**config.mk**
```make
export PLATFORM = sky130hd
export DESIGN_NAME = mips_multicycle_control_flat
export DESIGN_NICKNAME = d
export VERILOG_FILES = /design/src/rtl/mips_multicycle_control_if.sv /design/src/rtl/mips_multicycle_control.sv /design/src/flat_wrapper.sv
export SDC_FILE = /design/constraint.sdc
export NUM_CORES = 1
export LEC_CHECK = 0
export BUFFER_PORTS_ARGS = -buffer_cell sky130_fd_sc_hd__buf_2
export CAP_MARGIN = 40
export CELL_PAD_IN_SITES_DETAIL_PLACEMENT = 1
export CELL_PAD_IN_SITES_GLOBAL_PLACEMENT = 1
export CORE_MARGIN = 5
export CORE_UTILIZATION = 30
export CTS_CLUSTER_SIZE = 25
export DETAILED_ROUTE_END_ITERATION = 16
export PLACE_DENSITY_LB_ADDON = 0.1
export RECOVER_POWER = 100
export SLEW_MARGIN = 0
export SYNTH_ARGS = -nofsm -noshare
export SYNTH_HDL_FRONTEND = slang
export SYNTH_SLANG_ARGS = --single-unit
```
**constraint.sdc**
```tcl
create_clock -name clock -period 3.4 [get_ports clock]
set_clock_uncertainty 0.15 [all_clocks]
set_input_delay 0.17 -clock clock [delete_from_list [all_inputs] [get_ports clock]]
set_output_delay 0.17 -clock clock [all_outputs]
set_load 0.01 [all_outputs]
```
**src/rtl/mips_multicycle_control_if.sv**
```systemverilog
// Control bundle between the multicycle MIPS datapath and its main control FSM.
// The datapath (master) supplies the opcode field; the control (slave) drives everything else.
interface mips_multicycle_control_if;
    logic [5:0]  opcode;
    logic [1:0]  ALUOp;
    logic [1:0]  ALUSrcB;
    logic [1:0]  PCSource;
    logic        RegDst;
    logic        MemtoReg;
    logic        MemRead;
    logic        MemWrite;
    logic        IorD;
    logic        RegWrite;
    logic        IRWrite;
    logic        PCWrite;
    logic        PCWriteCond;
    logic        ALUSrcA;
    logic [3:0]  state;
    logic        illegal_op;
    logic [31:0] instr_count;

    modport master (
        output opcode,
        input  ALUOp, ALUSrcB, PCSource, RegDst, MemtoReg, MemRead, MemWrite,
        input  IorD, RegWrite, IRWrite, PCWrite, PCWriteCond, ALUSrcA,
        input  state, illegal_op, instr_count
    );

    modport slave (
        input  opcode,
        output ALUOp, ALUSrcB, PCSource, RegDst, MemtoReg, MemRead, MemWrite,
        output IorD, RegWrite, IRWrite, PCWrite, PCWriteCond, ALUSrcA,
        output state, illegal_op, instr_count
    );
endinterface

```
**src/rtl/mips_multicycle_control.sv**
```systemverilog
// Multicycle MIPS main control: a Moore FSM sequencing fetch/decode/execute phases,
// plus a sticky illegal-opcode flag and a retired-instruction counter.
module mips_multicycle_control #(
    parameter logic [5:0] LW    = 6'b100011,
    parameter logic [5:0] SW    = 6'b101011,
    parameter logic [5:0] BEQ   = 6'b000100,
    parameter logic [5:0] J     = 6'd2,
    parameter logic [5:0] RTYPE = 6'b000000
) (
    input  logic clock,
    input  logic reset,
    mips_multicycle_control_if.slave ctl
);

    typedef enum logic [3:0] {
        S_FETCH  = 4'd0,
        S_DECODE = 4'd1,
        S_MEMADR = 4'd2,
        S_MEMRD  = 4'd3,
        S_MEMWB  = 4'd4,
        S_MEMWR  = 4'd5,
        S_EXEC   = 4'd6,
        S_RCOMP  = 4'd7,
        S_BRANCH = 4'd8,
        S_JUMP   = 4'd9
    } state_e;

    state_e      state_q, state_d;
    logic        illegal_q, illegal_d;
    logic [31:0] count_q, count_d;

    always_ff @(posedge clock or posedge reset) begin
        if (reset) begin
            state_q   <= S_FETCH;
            illegal_q <= 1'b0;
            count_q   <= 32'd0;
        end else begin
            state_q   <= state_d;
            illegal_q <= illegal_d;
            count_q   <= count_d;
        end
    end

    // The opcode is only consulted in DECODE and MEMADR; the IR may hold anything elsewhere.
    always_comb begin
        state_d   = S_FETCH;
        illegal_d = illegal_q;
        count_d   = count_q;
        case (state_q)
            S_FETCH:  state_d = S_DECODE;
            S_DECODE: begin
                case (ctl.opcode)
                    LW, SW:  state_d = S_MEMADR;
                    RTYPE:   state_d = S_EXEC;
                    BEQ:     state_d = S_BRANCH;
                    J:       state_d = S_JUMP;
                    default: begin
                        state_d   = S_FETCH;
                        illegal_d = 1'b1;
                    end
                endcase
            end
            S_MEMADR: state_d = (ctl.opcode == LW) ? S_MEMRD : S_MEMWR;
            S_MEMRD:  state_d = S_MEMWB;
            S_EXEC:   state_d = S_RCOMP;
            S_MEMWB, S_MEMWR, S_RCOMP, S_BRANCH, S_JUMP: begin
                // Retirement edge; the counter wraps naturally at 2^32.
                state_d = S_FETCH;
                count_d = count_q + 32'd1;
            end
            default:  state_d = S_FETCH;
        endcase
    end

    logic [1:0] alu_op, alu_src_b, pc_source;
    logic       reg_dst, mem_to_reg, mem_read, mem_write, i_or_d;
    logic       reg_write, ir_write, pc_write, pc_write_cond, alu_src_a;

    // Controls depend on the state register only; reset blanks them even though the state reads FETCH.
    always_comb begin
        alu_op        = 2'b00;
        alu_src_b     = 2'b00;
        pc_source     = 2'b00;
        reg_dst       = 1'b0;
        mem_to_reg    = 1'b0;
        mem_read      = 1'b0;
        mem_write     = 1'b0;
        i_or_d        = 1'b0;
        reg_write     = 1'b0;
        ir_write      = 1'b0;
        pc_write      = 1'b0;
        pc_write_cond = 1'b0;
        alu_src_a     = 1'b0;
        if (!reset) begin
            case (state_q)
                S_FETCH: begin
                    mem_read  = 1'b1;
                    ir_write  = 1'b1;
                    alu_src_b = 2'b01;
                    pc_write  = 1'b1;
                end
                S_DECODE: alu_src_b = 2'b11;
                S_MEMADR: begin
                    alu_src_a = 1'b1;
                    alu_src_b = 2'b10;
                end
                S_MEMRD: begin
                    mem_read = 1'b1;
                    i_or_d   = 1'b1;
                end
                S_MEMWB: begin
                    reg_write  = 1'b1;
                    mem_to_reg = 1'b1;
                end
                S_MEMWR: begin
                    mem_write = 1'b1;
                    i_or_d    = 1'b1;
                end
                S_EXEC: begin
                    alu_src_a = 1'b1;
                    alu_op    = 2'b10;
                end
                S_RCOMP: begin
                    reg_dst   = 1'b1;
                    reg_write = 1'b1;
                end
                S_BRANCH: begin
                    alu_src_a     = 1'b1;
                    alu_op        = 2'b01;
                    pc_write_cond = 1'b1;
                    pc_source     = 2'b01;
                end
                S_JUMP: begin
                    pc_write  = 1'b1;
                    pc_source = 2'b10;
                end
                default: ;
            endcase
        end
    end

    assign ctl.ALUOp       = alu_op;
    assign ctl.ALUSrcB     = alu_src_b;
    assign ctl.PCSource    = pc_source;
    assign ctl.RegDst      = reg_dst;
    assign ctl.MemtoReg    = mem_to_reg;
    assign ctl.MemRead     = mem_read;
    assign ctl.MemWrite    = mem_write;
    assign ctl.IorD        = i_or_d;
    assign ctl.RegWrite    = reg_write;
    assign ctl.IRWrite     = ir_write;
    assign ctl.PCWrite     = pc_write;
    assign ctl.PCWriteCond = pc_write_cond;
    assign ctl.ALUSrcA     = alu_src_a;
    assign ctl.state       = state_q;
    assign ctl.illegal_op  = illegal_q;
    assign ctl.instr_count = count_q;

    // Memory port and register file must never be driven into conflicting operations.
    a_no_rd_wr: assert property (@(posedge clock) disable iff (reset) !(mem_read && mem_write));
    a_no_rw_mw: assert property (@(posedge clock) disable iff (reset) !(reg_write && mem_write));

endmodule

```
**src/flat_wrapper.sv**
```systemverilog
// flat-port wrapper written by rule: the top's interface ports become plain ports
module mips_multicycle_control_flat 
#(
    parameter logic [5:0] LW    = 6'b100011,
    parameter logic [5:0] SW    = 6'b101011,
    parameter logic [5:0] BEQ   = 6'b000100,
    parameter logic [5:0] J     = 6'd2,
    parameter logic [5:0] RTYPE = 6'b000000
)
  (clock, reset, ctl_opcode, ctl_ALUOp, ctl_ALUSrcB, ctl_PCSource, ctl_RegDst, ctl_MemtoReg, ctl_MemRead, ctl_MemWrite, ctl_IorD, ctl_RegWrite, ctl_IRWrite, ctl_PCWrite, ctl_PCWriteCond, ctl_ALUSrcA, ctl_state, ctl_illegal_op, ctl_instr_count);
  mips_multicycle_control_if ctl_i ();
  input  logic clock;
  input  logic reset;
  input wire logic [$bits(ctl_i.opcode)-1:0] ctl_opcode;
  output wire logic [$bits(ctl_i.ALUOp)-1:0] ctl_ALUOp;
  output wire logic [$bits(ctl_i.ALUSrcB)-1:0] ctl_ALUSrcB;
  output wire logic [$bits(ctl_i.PCSource)-1:0] ctl_PCSource;
  output wire logic [$bits(ctl_i.RegDst)-1:0] ctl_RegDst;
  output wire logic [$bits(ctl_i.MemtoReg)-1:0] ctl_MemtoReg;
  output wire logic [$bits(ctl_i.MemRead)-1:0] ctl_MemRead;
  output wire logic [$bits(ctl_i.MemWrite)-1:0] ctl_MemWrite;
  output wire logic [$bits(ctl_i.IorD)-1:0] ctl_IorD;
  output wire logic [$bits(ctl_i.RegWrite)-1:0] ctl_RegWrite;
  output wire logic [$bits(ctl_i.IRWrite)-1:0] ctl_IRWrite;
  output wire logic [$bits(ctl_i.PCWrite)-1:0] ctl_PCWrite;
  output wire logic [$bits(ctl_i.PCWriteCond)-1:0] ctl_PCWriteCond;
  output wire logic [$bits(ctl_i.ALUSrcA)-1:0] ctl_ALUSrcA;
  output wire logic [$bits(ctl_i.state)-1:0] ctl_state;
  output wire logic [$bits(ctl_i.illegal_op)-1:0] ctl_illegal_op;
  output wire logic [$bits(ctl_i.instr_count)-1:0] ctl_instr_count;
  assign ctl_i.opcode = ctl_opcode;
  assign ctl_ALUOp = ctl_i.ALUOp;
  assign ctl_ALUSrcB = ctl_i.ALUSrcB;
  assign ctl_PCSource = ctl_i.PCSource;
  assign ctl_RegDst = ctl_i.RegDst;
  assign ctl_MemtoReg = ctl_i.MemtoReg;
  assign ctl_MemRead = ctl_i.MemRead;
  assign ctl_MemWrite = ctl_i.MemWrite;
  assign ctl_IorD = ctl_i.IorD;
  assign ctl_RegWrite = ctl_i.RegWrite;
  assign ctl_IRWrite = ctl_i.IRWrite;
  assign ctl_PCWrite = ctl_i.PCWrite;
  assign ctl_PCWriteCond = ctl_i.PCWriteCond;
  assign ctl_ALUSrcA = ctl_i.ALUSrcA;
  assign ctl_state = ctl_i.state;
  assign ctl_illegal_op = ctl_i.illegal_op;
  assign ctl_instr_count = ctl_i.instr_count;
  mips_multicycle_control #(.LW(LW), .SW(SW), .BEQ(BEQ), .J(J), .RTYPE(RTYPE)) u_core (.clock(clock), .reset(reset), .ctl(ctl_i));
endmodule
```
* Yosys cells after proc, flatten, opt, wreduce, memory -nomap -nowiden
Index checks and enable logic that the tools add are counted.
** Storage, ports and cells
- Register bits :: 37
- Bits of input ports :: 8
- Word-level logic and storage cells :: 58
** Cells by class
- Equality and inequality tests :: 13
- Add/sub/neg operators :: 1
- Mux-type cells :: 29
- Bitwise gates (word level) :: 1
- Reductions and logical operators :: 11
** Operator list (count)
- adder 32 x 1 -> 32 bit (second input constant) :: 1
- two-way mux 1 bit :: 20
- case mux 4 bit (5 select lines) :: 1
- == test 4 x 3 -> 1 bit (second input constant) :: 4
- case mux 4 bit (4 select lines) :: 1
- == test 6 bit (second input constant) :: 2
- OR reduction 2 bit :: 5
- OR reduction 5 bit :: 2
- == test 4 x 2 -> 1 bit (second input constant) :: 2
- == test 4 bit (second input constant) :: 2
- case mux 2 bit (2 select lines) :: 2
- == test 6 x 2 -> 1 bit (second input constant) :: 1
- == test 6 x 3 -> 1 bit (second input constant) :: 1
- logical NOT 6 bit :: 1
- two-way mux 2 bit :: 3
- case mux 2 bit (3 select lines) :: 1
- == test 4 x 1 -> 1 bit (second input constant) :: 1
- logical NOT 4 bit :: 1
- two-way mux 3 bit :: 1
- OR reduction 3 bit :: 1
- AND reduction 2 bit :: 1
- NOT 1 bit :: 1

* Logic depth before layout (Yosys ltp)
Gate-level depths: netlist (run 1).
- Depth after elaboration :: 4
- Gate-level depth with buffers :: 6
- Gate-level depth less buffers :: 4

* Worst setup path before layout (run 1)
OpenSTA, ideal clock, no wires.
- Path type :: flip-flop to output port
- Start :: register u_core.state_q[2] (netlist: u_core.ctl.state[2])
- End :: output ctl_PCWrite
- Data required time :: 3.080 ns
- Arrival :: 1.606 ns
- Setup slack :: 1.474 ns
- Buffers on the path :: 1
- Stages on the path, launching flop included :: 5
- Cell sequence :: dfrtp_1 -> clkbuf_1 -> or3_1 -> nor3_1 -> or2_2
** On the way
- Longest elaborated chain between the ends :: 4
** Ends and longest elaborated chain
- start: declaration :: line mips_multicycle_control.sv:28 : state_e state_q, state_d;
- start signal: assignment :: line mips_multicycle_control.sv:38 : state_q <= state_d;
- == test 4 bit / logical NOT 4 bit (equally long branches) :: line mips_multicycle_control.sv:95 : case (state_q)
- OR reduction 2 bit (no line) (*)
- two-way mux 1 bit (*) :: line mips_multicycle_control.sv:95
- two-way mux 1 bit (*) :: line mips_multicycle_control.sv:94 : if (!reset) begin
- end: declaration :: line flat_wrapper.sv:25 : output wire logic [$bits(ctl_i.PCWrite)-1:0] ctl_PCWrite;
Mark *: on every way between the ends. The rest lies on a longest branch, timed or not.

==> results of run 1 <==
-- synth_stat cells --
cell type and n:
o2111ai_4 1, nor4_1 10, nor2_1 13, a31o_2 1, mux2_2 2, nand3_1 9, and3_1 4, inv_1 2
xnor2_1 10, buf_6 2, or2b_1 1, and2b_1 1, nor4b_1 1, nand2b_1 2, nand4b_1 1, o211ai_2 1
nor3_1 16, dfrtp_1 37, a21boi_0 1, clkinv_1 1, or2_2 1, o211a_1 1, nor3b_1 1, nor2b_1 1
a221oi_1 1, xor2_1 23, buf_1 1, o32a_1 1, xor2_4 1, nor4_4 1, clkbuf_1 3, a21oi_1 4
buf_2 3, nand2_1 17, and4_1 7, o31ai_1 1, and2_1 1, buf_4 2, nand4_1 7, or3_1 1
o21ai_0 1, nor4_2 1, ha_1 1
-- sequential cells by signal (all words and copies together) (netlist names) --
| name | cells |
|---|---|
| u_core.ctl.state | 4 |
| u_core.ctl.illegal_op | 1 |
| u_core.ctl.instr_count | 32 |
-- metal layers --
| layer | wire length (um) | track usage |
|---|---|---|
| met5 | 0 | 0 |
| met3 | 216 | 0.0303 |
| met1 | 2650 | 0.180 |
| met2 | 2380 | 0.204 |
| met4 | 69 | 0.0408 |
-- worst max-delay path by stage --
stage / startpoint / to / slack (ps) / cells past startpoint
after global routing: reset / u_core.ctl.instr_count[9] / 500 / 5
final: reset / u_core.ctl.instr_count[9] / 930 / 5
after detailed placement: u_core.ctl.state[3] / u_core.ctl.instr_count[1] / 1220 / 3
after floorplan: u_core.ctl.state[2] / ctl_PCWrite / 1470 / 4
after global placement: u_core.ctl.state[2] / u_core.ctl.instr_count[1] / 1210 / 3
after CTS: u_core.ctl.state[1] / ctl_PCWrite / 1070 / 5
-- area by class of cell --
| type | instances | area, sq um | area share |
|---|---|---|---|
| multi-input cells | 146 | 980 | 0.412 |
| flip-flops and latches | 37 | 926 | 0.389 |
| repair buffers | 63 | 250 | 0.105 |
| well taps | 77 | 96.3 | 0.0405 |
| clock buffers | 7 | 86.3 | 0.0363 |
| clock inverters | 1 | 30.0 | 0.0126 |
| inverters | 3 | 11.3 | 0.00473 |
-- worst max-delay path, cell delays in order --
cell           delay [ps]
dlygate4sd3_1         550
clkbuf_1              190
inv_1                 400
clkbuf_1              550
clkbuf_1              740
-- what timing repair did --
item / in CTS / in global routing
hold endpoints to repair: 11 / 0
setup buffers: 0 / 0
hold buffers: 1 / 0
gates resized for setup: 0 / 0
-- per-stage QoR --
stage	hold WS [ps]	setup WS [ps]	util
CTS	5.52	1070	0.386
floorplan	193	1470	-
global route	34.5	496	0.368
finish	17.0	930	0.368
detailed placement	149	1220	0.366
global placement	308	1210	0.364
-- power by group through the flow --
stage | Combinational (mW) | Clock [mW] | Sequential [mW]
final | 0.183 | 0.401 | 0.519
after global routing | 0.206 | 0.436 | 0.527
after CTS | 0.204 | 0.418 | 0.520
after detailed placement | 0.203 | 0 | 0.529
after global placement | 0.197 | 0 | 0.529
after floorplan | 0.130 | 0 | 0.516
-- cells by family (layout without fill, tap and decap cells) --
group | after synthesis | in the layout | share of synthesized area
simple gates | 96 | 96 | 0.269
flops | 37 | 37 | 0.460
xor+xnor | 34 | 34 | 0.157
buf+inv | 14 | 74 | 0.0391
compound gates | 13 | 13 | 0.0578
mux | 2 | 2 | 0.0112
fa+ha+maj | 1 | 1 | 0.00621
==> run summary, run 1 <==
DIE
----------------------------------------------------------------------------------
Width of the die ....................................................      91.9 um
Area inside the core boundary .......................................   6460 sq um
Effective utilization at floorplan ..................................        0.312
Height of the chip ..................................................      91.9 um
Number of cell rows .................................................           29
Die Area ............................................................   8450 sq um
I/O pins ............................................................           61

STATUS
----------------------------------------------------------------------------------
Status .............................................................. finished, final reports clean

WORST SETUP PATH
----------------------------------------------------------------------------------
Crit Path Category ..................................................  in -> async
R2R depth ...........................................................            4
Crit start category .................................................   input port
Register-to-register setup slack ....................................      1020 ps
Required time at the worst-slack endpoint ...........................      3540 ps
Worst-path maximum fanout ...........................................           16
End of the worst register-to-register path .......................... u_core.ctl.instr_count[23]
Type of element capturing the critical path .........................    async pin
Critical path arrival ...............................................      2610 ps
Startpoint of the lowest-slack register-to-register path ............ u_core.ctl.state[1]

YOSYS
----------------------------------------------------------------------------------
Gate count of the mapped netlist ....................................          197
Post-synth top area share ...........................................        0.460
Total nets after synthesis ..........................................          206
Number of different library cells in the post-synthesis netlist .....           43
Yosys reg bits ......................................................           37
Mean cell area of the mapped netlist ................................   10.2 sq um
Synthesis Warnings ..................................................            0
Netlist area before placement .......................................   2010 sq um
Cell taking the most area after synthesis ...........................      dfrtp_1
Leading cell types by total area after synthesis .................... dfrtp_1, xor2_1, xnor2_1, nor3_1, nand2_1
Post-synthesis sequential area ratio ................................        0.460

PLACEMENT
----------------------------------------------------------------------------------
Quantity of I/O buffers inserted on ports ...........................           60
Cell area reported after detailed placement .........................   2370 sq um
Final estimated routing congestion in global placement ..............        0.719
Half-perimeter wire length of the detailed placement result .........      3950 um
Inst Count DP .......................................................          325

POWER
----------------------------------------------------------------------------------
Switching Share .....................................................        0.299
Total power .........................................................      1.10 mW
Net switching power of the design ...................................     0.330 mW
Part of the power in registers ......................................        0.470
Static leakage power ................................................      1.08 nW
Proportion of power drawn by the clock network ......................        0.364
Largest voltage drop on the vdd net .................................     0.226 mV
Combinational power share ...........................................        0.166
Internal power of the cells .........................................     0.773 mW
Pwr per Cell Area ...................................................  464 nW/um^2

STA
----------------------------------------------------------------------------------
Worst slew margin relative to its limit .............................        0.390
Post-route setup TNS ................................................         0 ps
Maximum achievable frequency ........................................      405 MHz
Setup repair after global routing missed its margin .................        false
Hold violation count in the final report ............................            0
Crit share post-route ...............................................        0.726
Final slew viol count ...............................................            0
Setup violations, final .............................................            0
Worst slew pin tran .................................................       912 ps
Final critical delay including setup and external delays ............      2470 ps

CELLS AND AREA
----------------------------------------------------------------------------------
Final standard cell count with taps included and fillers excluded ...          334
Count of fill cells added during filler insertion ...................          795
Antenna fix cells ...................................................            0
Most frequent cells in the layout ................................... clkbuf_1, dfrtp_1, xor2_1, nand2_1, nor3_1
Share of post-route cells with drive strength above 1 ...............       0.0739
# nets final ........................................................          265
Area Growth Syn to Fin ..............................................        18.1%
Area of all placed cells without fillers ............................   2380 sq um
Most common cell after layout, fill and taps aside ..................     clkbuf_1

CLOCKING
----------------------------------------------------------------------------------
Inserted Clock Buffers ..............................................            5
Root Driver .........................................................     clkbuf_8
Clock Sink Count ....................................................           37
Count of H-tree levels built during CTS .............................            2
Clock buffer depth ..................................................            2
Clock latency on the worst-skew pair ................................       290 ps
Clock-pin slew on the worst setup and hold paths ....................        80 ps
Clock tree from TritonCTS ...........................................        built

ROUTE
----------------------------------------------------------------------------------
Pre-antenna DRT Iters ...............................................            3
Routed WL per cell ..................................................      15.9 um
Detailed router's first-iteration violation count ...................           51
Total number of vias ................................................         1675
Remaining number of nets flagged by the antenna check after routing .            0
Count of unresolved DRC violations after routing ....................            0
Post-DR vias/cell ...................................................         5.01
Routed wire length ..................................................      5320 um

WORST HOLD PATH
----------------------------------------------------------------------------------
Hold wc startpoint .................................................. ctl_opcode[4]
Worst hold path cell count ..........................................            4
Worst min-delay path class ..........................................    in -> reg
Worst hold path endpoint ............................................ u_core.ctl.state[3]

GRT
----------------------------------------------------------------------------------
First-pass GRT wire length ..........................................      9070 um
Pin count of the biggest net entering global routing ................           17
Via count of the first global-routing pass ..........................         1793
Total overflow reported by the global router ........................            0
GRT Resource Usage Total ............................................        0.131
Number of antenna violations at the first check in global routing ...            0

FLOW RUN
----------------------------------------------------------------------------------
Max-capacitance violation count .....................................            0

Note: power is estimated with default switching activity, not from simulation.
==> run 2, diff against run 1 <==
- clock period: 3.4 -> 2.25 ns (I/O delays scaled with it)
==> run summary, run 2 (synthesis results as in run 1) <==
WORST SETUP PATH
----------------------------------------------------------------------------------
Startpoint of the lowest-slack register-to-register path ............ u_core.ctl.state[3]
Critical path arrival ...............................................      1840 ps   -770 ps
Crit start category .................................................    flip-flop
Required time at the worst-slack endpoint ...........................      1990 ps   -1550 ps
Crit path launch .................................................... u_core.ctl.state[3]
Crit Path Category ..................................................   reg -> out
Ordered cell list for the critical path ............................. buf_4, or3_1, nor3_1, or2_2, clkbuf_2
Worst-path maximum fanout ...........................................           10   -6
Crit-path slowest cell ..............................................      dfrtp_1
Type of element capturing the critical path .........................  output port
Biggest cell delay along the critical path ..........................       450 ps   -290 ps

CLOCKING
----------------------------------------------------------------------------------
Clock-pin slew on the worst setup and hold paths ....................        70 ps   about the same
Count of H-tree levels built during CTS .............................            2   unchanged
Clock Sink Count ....................................................           37   unchanged
Root Driver .........................................................     clkbuf_8
Clock buffer depth ..................................................            2   unchanged
Clock latency on the worst-skew pair ................................       300 ps   about the same
Inserted Clock Buffers ..............................................            5   unchanged
Post-CTS Setup Bufs .................................................            0   unchanged
Clock tree from TritonCTS ...........................................        built

POWER
----------------------------------------------------------------------------------
Total power .........................................................      1.78 mW   +62%
Pwr per Cell Area ...................................................  721 nW/um^2   +55%
Static leakage power ................................................      1.14 nW   +5.2%
Largest voltage drop on the vdd net .................................     0.699 mV   +210%

DIE
----------------------------------------------------------------------------------
I/O pins ............................................................           61   unchanged
Die Area ............................................................   8450 sq um   unchanged
Effective utilization at floorplan ..................................        0.312   unchanged
Height of the chip ..................................................      91.9 um   unchanged
Width of the die ....................................................      91.9 um   unchanged
Number of cell rows .................................................           29   unchanged
Area inside the core boundary .......................................   6460 sq um   unchanged

ROUTE
----------------------------------------------------------------------------------
Routed WL per cell ..................................................      15.4 um   -3.5%
Count of unresolved DRC violations after routing ....................            0   unchanged
Detailed router's first-iteration violation count ...................           64   +25%
Remaining number of nets flagged by the antenna check after routing .            0   unchanged
Pre-antenna DRT Iters ...............................................            4   +1
Routed wire length ..................................................      5300 um   -0.34%
Post-DR vias/cell ...................................................         5.01   -0.18%
Total number of vias ................................................         1727   +3.1%

PLACEMENT
----------------------------------------------------------------------------------
Quantity of I/O buffers inserted on ports ...........................           60   unchanged
Half-perimeter wire length of the detailed placement result .........      3830 um   -3.0%
Final estimated routing congestion in global placement ..............        0.704   -2.1%

STA
----------------------------------------------------------------------------------
Hold violation count in the final report ............................            0   unchanged
Crit share post-route ...............................................        0.934
Worst slew margin relative to its limit .............................        0.377   -0.0130
Post-route setup TNS ................................................         0 ps   unchanged
Fin Hold WS .........................................................      8.70 ps   -8.25 ps
Final critical delay including setup and external delays ............      2100 ps
Maximum achievable frequency ........................................      476 MHz
Setup violations, final .............................................            0   unchanged
Worst slew pin tran .................................................       935 ps   +23.6 ps
Setup repair after global routing missed its margin .................        false
Final slew viol count ...............................................            0   unchanged

GRT
----------------------------------------------------------------------------------
Number of antenna violations at the first check in global routing ...            0   unchanged
Pin count of the biggest net entering global routing ................           38   +21
Via count of the first global-routing pass ..........................         1799   +0.33%
First-pass GRT wire length ..........................................      8810 um   -2.9%
GRT Resource Usage Total ............................................        0.128   -0.00271
Total overflow reported by the global router ........................            0   unchanged

CELLS AND AREA
----------------------------------------------------------------------------------
Count of fill cells added during filler insertion ...................          800   +0.63%
Area used by multi-input combinational logic ........................    972 sq um   -0.77%
Most frequent cells in the layout ................................... clkbuf_1, dfrtp_1, xor2_1, nand2_1, nor3_1
# nets final ........................................................          276   +4.2%
Share of post-route cells with drive strength above 1 ...............        0.116   +0.0417
Area Growth Syn to Fin ..............................................        22.8%
Most common cell after layout, fill and taps aside ..................     clkbuf_1
Flip-flop count of the largest register, all copies and words added .           32   unchanged
Total area of sequential cells ......................................    926 sq um   unchanged
Antenna fix cells ...................................................            0   unchanged

WORST HOLD PATH
----------------------------------------------------------------------------------
Hold wc startpoint .................................................. ctl_opcode[5]
Worst min-delay path class ..........................................    in -> reg

STATUS
----------------------------------------------------------------------------------
Status .............................................................. finished, final reports clean

FLOW RUN
----------------------------------------------------------------------------------
Max-capacitance violation count .....................................            0   unchanged

-- run 2: cell types whose count changed in the layout (fill, tap and decap cells not counted), moves of 2 or more --
cell,before,now
dlygate4sd3_1,1,3
buf_2,6,10
clkbuf_2,0,2
clkbuf_1,57,54
buf_4,0,5
-- run 2: stage by stage --
stage / instance area [sq um] / std cells / setup WS (ps) / util
detailed placement: 2430 / 334 / 352 / 0.376
global placement: 2430 / 334 / 409 / 0.376
CTS: 2590 / 345 / 136 / 0.402
global route: 2470 / 345 / 34.2 / 0.383
floorplan: 2010 / 197 / 381 / -
finish: 2470 / 345 / 148 / 0.383
-- run 2: what timing repair did --
| action | 4_1_cts | 5_1_grt |
|---|---|---|
| hold buffers | 3 | 0 |
| endpoints found under the hold margin | 39 | 0 |
| resized for setup | 0 | 0 |
-- run 2: path summary, 6_finish.rpt --
path | end | slack, ps | cells past startpoint
max | ctl_PCWrite | 150 | 5
min | u_core.ctl.state[3] | 9 | 4
max reg2reg | u_core.ctl.instr_count[24] | 280 | 4
min reg2reg | u_core.ctl.instr_count[31] | 320 | 1
max in group asynchronous | u_core.ctl.instr_count[4] | 720 | 4
min in group asynchronous | u_core.ctl.instr_count[25] | 630 | 4
-- run 2: report_power, final --
group	switching (mW)	total, mW	internal, mW
combinational	0.210	0.336	0.126
sequential	0.0391	0.743	0.704
clock	0.258	0.704	0.447
-- run 2: area by class of cell --
cell class / count / share of cell area
well taps: 77 / 0.0389
multi-input cells: 146 / 0.393
clock inverters: 3 / 0.0278
inverters: 3 / 0.00455
flip-flops and latches: 37 / 0.374
repair buffers: 74 / 0.134
clock buffers: 5 / 0.0278
-- run 2: critical path, delay by kind of cell, from the launching register on --
kind          cells  cell delay [ps]
flops             1              450
buf+inv           2              320
simple gates      3              780
-- run 2: routing by layer --
layer,vias to the layer above,part of all wire,GRT usage
met5,-,0,0
met2,36,0.46,0.206
li1,843,-,-
met1,843,0.49,0.170
met4,0,0.0098,0.0408
met3,5,0.038,0.0303
==> run 3, diff against run 2 <==
==> constraint.sdc (replaced) <==
create_clock -name clock -period 2.25 [get_ports clock]
set_clock_uncertainty 0.15 [all_clocks]
set_input_delay 0.45 -clock clock [delete_from_list [all_inputs] [get_ports clock]]
set_output_delay 0.45 -clock clock [all_outputs]
set_load 0.01 [all_outputs]
==> run summary, run 3 (synthesis results as in run 1) <==
STATUS
----------------------------------------------------------------------------------
Status .............................................................. finished, final reports clean

POWER
----------------------------------------------------------------------------------
Total power .........................................................      1.68 mW   -6.0%
Internal power of the cells .........................................      1.17 mW   -8.5%
Net switching power of the design ...................................     0.508 mW   +0.32%
Switching Share .....................................................        0.303   +0.0191
Part of the power in registers ......................................        0.464   +0.047
Static leakage power ................................................      1.36 nW   +19%
Proportion of power drawn by the clock network ......................        0.337   -0.058
Combinational power share ...........................................        0.198   +0.010
Pwr per Cell Area ...................................................  656 nW/um^2   -9.0%
Largest voltage drop on the vdd net .................................     0.442 mV   -37%

CELLS AND AREA
----------------------------------------------------------------------------------
Flip-flop count of the largest register, all copies and words added .           32   unchanged
Area used by multi-input combinational logic ........................   1030 sq um   +6.2%
Share of post-route cells with drive strength above 1 ...............        0.347   +0.231
Count of fill cells added during filler insertion ...................          786   -1.8%
Layout Utilization ..................................................        0.396   +0.0126
Area Growth Syn to Fin ..............................................        26.8%
Total area of sequential cells ......................................    928 sq um   +0.27%
Most frequent cells in the layout ................................... buf_2, dfrtp_1, xor2_1, nand2_1, nor3_1
Most common cell after layout, fill and taps aside ..................        buf_2
Antenna fix cells ...................................................            0   unchanged
# nets final ........................................................          274   -0.72%

WORST SETUP PATH
----------------------------------------------------------------------------------
Kind of cell adding the most delay to the critical path .............   flip-flops
Biggest cell delay along the critical path ..........................       470 ps   +20 ps
Sum of buffers and inverters on the critical path ...................            1   -1
Critical path arrival ...............................................      1600 ps   -240 ps
Ordered cell list for the critical path ............................. or2b_1, mux2_4, nor3_1, buf_2
Worst-path maximum fanout ...........................................            5   -5
Required time at the worst-slack endpoint ...........................      1650 ps   -340 ps
Crit-path slowest cell ..............................................      dfrtp_2
Type of element capturing the critical path .........................  output port
Crit start category .................................................    flip-flop
Crit Path Category ..................................................   reg -> out

CLOCKING
----------------------------------------------------------------------------------
Clock latency on the worst-skew pair ................................       290 ps   about the same
Clock tree from TritonCTS ...........................................        built
Root Driver .........................................................     clkbuf_8
Clock-pin slew on the worst setup and hold paths ....................        80 ps   about the same
Number of hold buffers added after cts ..............................            0   -3
Clock buffer depth ..................................................            2   unchanged
Clock Sink Count ....................................................           37   unchanged
Inserted Clock Buffers ..............................................            5   unchanged
Count of H-tree levels built during CTS .............................            2   unchanged

STA
----------------------------------------------------------------------------------
Final worst setup slack .............................................      54.5 ps   -93.3 ps
Setup violations, final .............................................            0   unchanged
Final slew viol count ...............................................            0   unchanged
Final critical delay including setup and external delays ............      2200 ps   +93.3 ps
Setup repair after global routing missed its margin .................         true
Crit share post-route ...............................................        0.976   +0.0415
Worst slew margin relative to its limit .............................        0.509   +0.133
Worst slew pin tran .................................................       736 ps   -199 ps
Fin Hold WS .........................................................       110 ps   +102 ps
Maximum achievable frequency ........................................      455 MHz   -4.3%
Hold violation count in the final report ............................            0   unchanged

ROUTE
----------------------------------------------------------------------------------
Routed wire length ..................................................      5300 um   about the same
Routed WL per cell ..................................................      15.5 um   +0.80%
Post-DR vias/cell ...................................................         5.01   +0.12%
Count of unresolved DRC violations after routing ....................            0   unchanged
Detailed router's first-iteration violation count ...................           58   -9.4%
Total number of vias ................................................         1714   -0.75%
Remaining number of nets flagged by the antenna check after routing .            0   unchanged
Pre-antenna DRT Iters ...............................................            4   unchanged

WORST HOLD PATH
----------------------------------------------------------------------------------
Worst min-delay path class ..........................................  in -> async

PLACEMENT
----------------------------------------------------------------------------------
Half-perimeter wire length of the detailed placement result .........      4010 um   +4.6%
Final estimated routing congestion in global placement ..............        0.693   -1.5%
Worst slack after detailed placement ................................       166 ps   -186 ps
Quantity of I/O buffers inserted on ports ...........................           60   unchanged

DIE
----------------------------------------------------------------------------------
Effective utilization at floorplan ..................................        0.312   unchanged
Area inside the core boundary .......................................   6460 sq um   unchanged
Number of cell rows .................................................           29   unchanged
Die Area ............................................................   8450 sq um   unchanged
Height of the chip ..................................................      91.9 um   unchanged
I/O pins ............................................................           61   unchanged
Width of the die ....................................................      91.9 um   unchanged

FLOW RUN
----------------------------------------------------------------------------------
Max-capacitance violation count .....................................            0   unchanged

GRT
----------------------------------------------------------------------------------
Total overflow reported by the global router ........................            0   unchanged
First-pass GRT wire length ..........................................      8880 um   +0.78%
Number of antenna violations at the first check in global routing ...            0   unchanged
Via count of the first global-routing pass ..........................         1707   -5.1%
Pin count of the biggest net entering global routing ................           14   -63%
GRT Resource Usage Total ............................................        0.130   +0.00174

## run 3: final timing paths
check                                                start                          to  slack, ps  cells past startpoint
worst min-delay path                                 reset   u_core.ctl.instr_count[3]        110                      2
min in group clock                           ctl_opcode[4]         u_core.ctl.state[3]        310                      4
worst min register to register  u_core.ctl.instr_count[31]  u_core.ctl.instr_count[31]        320                      1
worst max register to register         u_core.ctl.state[3]  u_core.ctl.instr_count[24]        230                      5
worst max-delay path                   u_core.ctl.state[2]                 ctl_ALUSrcA         50                      4
max in group asynchronous                            reset         u_core.ctl.state[2]        760                      3
## run 3: cell type report
cell class / instances / share of cell area
clock buffers: 5 / 0.0269
clock inverters: 2 / 0.0137
inverters: 3 / 0.00490
multi-input cells: 146 / 0.404
flip-flops and latches: 37 / 0.363
well taps: 77 / 0.0377
repair buffers: 72 / 0.149
## run 3: layer usage
layer  part of all wire  GRT usage
met1               0.48      0.176
met2               0.46      0.204
met3              0.045     0.0344
met4             0.0091     0.0371
met5                  0          0
## run 3: timing repair
item                                    in CTS  in global routing
endpoints found under the hold margin        0                  0
endpoints found under the setup margin       6                  3
gates resized for setup                      5                  3
buffers inserted                             1                  0
cloned                                       0                  0
## run 3: through the flow
stage	instances	setup TNS (ps)	cell area, sq um
after CTS	342	0	2550
after floorplan	197	0	2010
after detailed placement	334	0	2430
final	342	0	2550
after global routing	342	-2.21	2550
after global placement	334	0	2430
## run 3: power by group through the flow
stage | clock network [mW] | registers (mW) | logic (mW)
6_report | 0.565 | 0.778 | 0.332
5_1_grt | 0.616 | 0.789 | 0.373
4_1_cts | 0.588 | 0.777 | 0.339
3_5_place_dp | 0 | 0.787 | 0.330
3_3_place_gp | 0 | 0.789 | 0.329
2_1_floorplan | 0 | 0.780 | 0.196
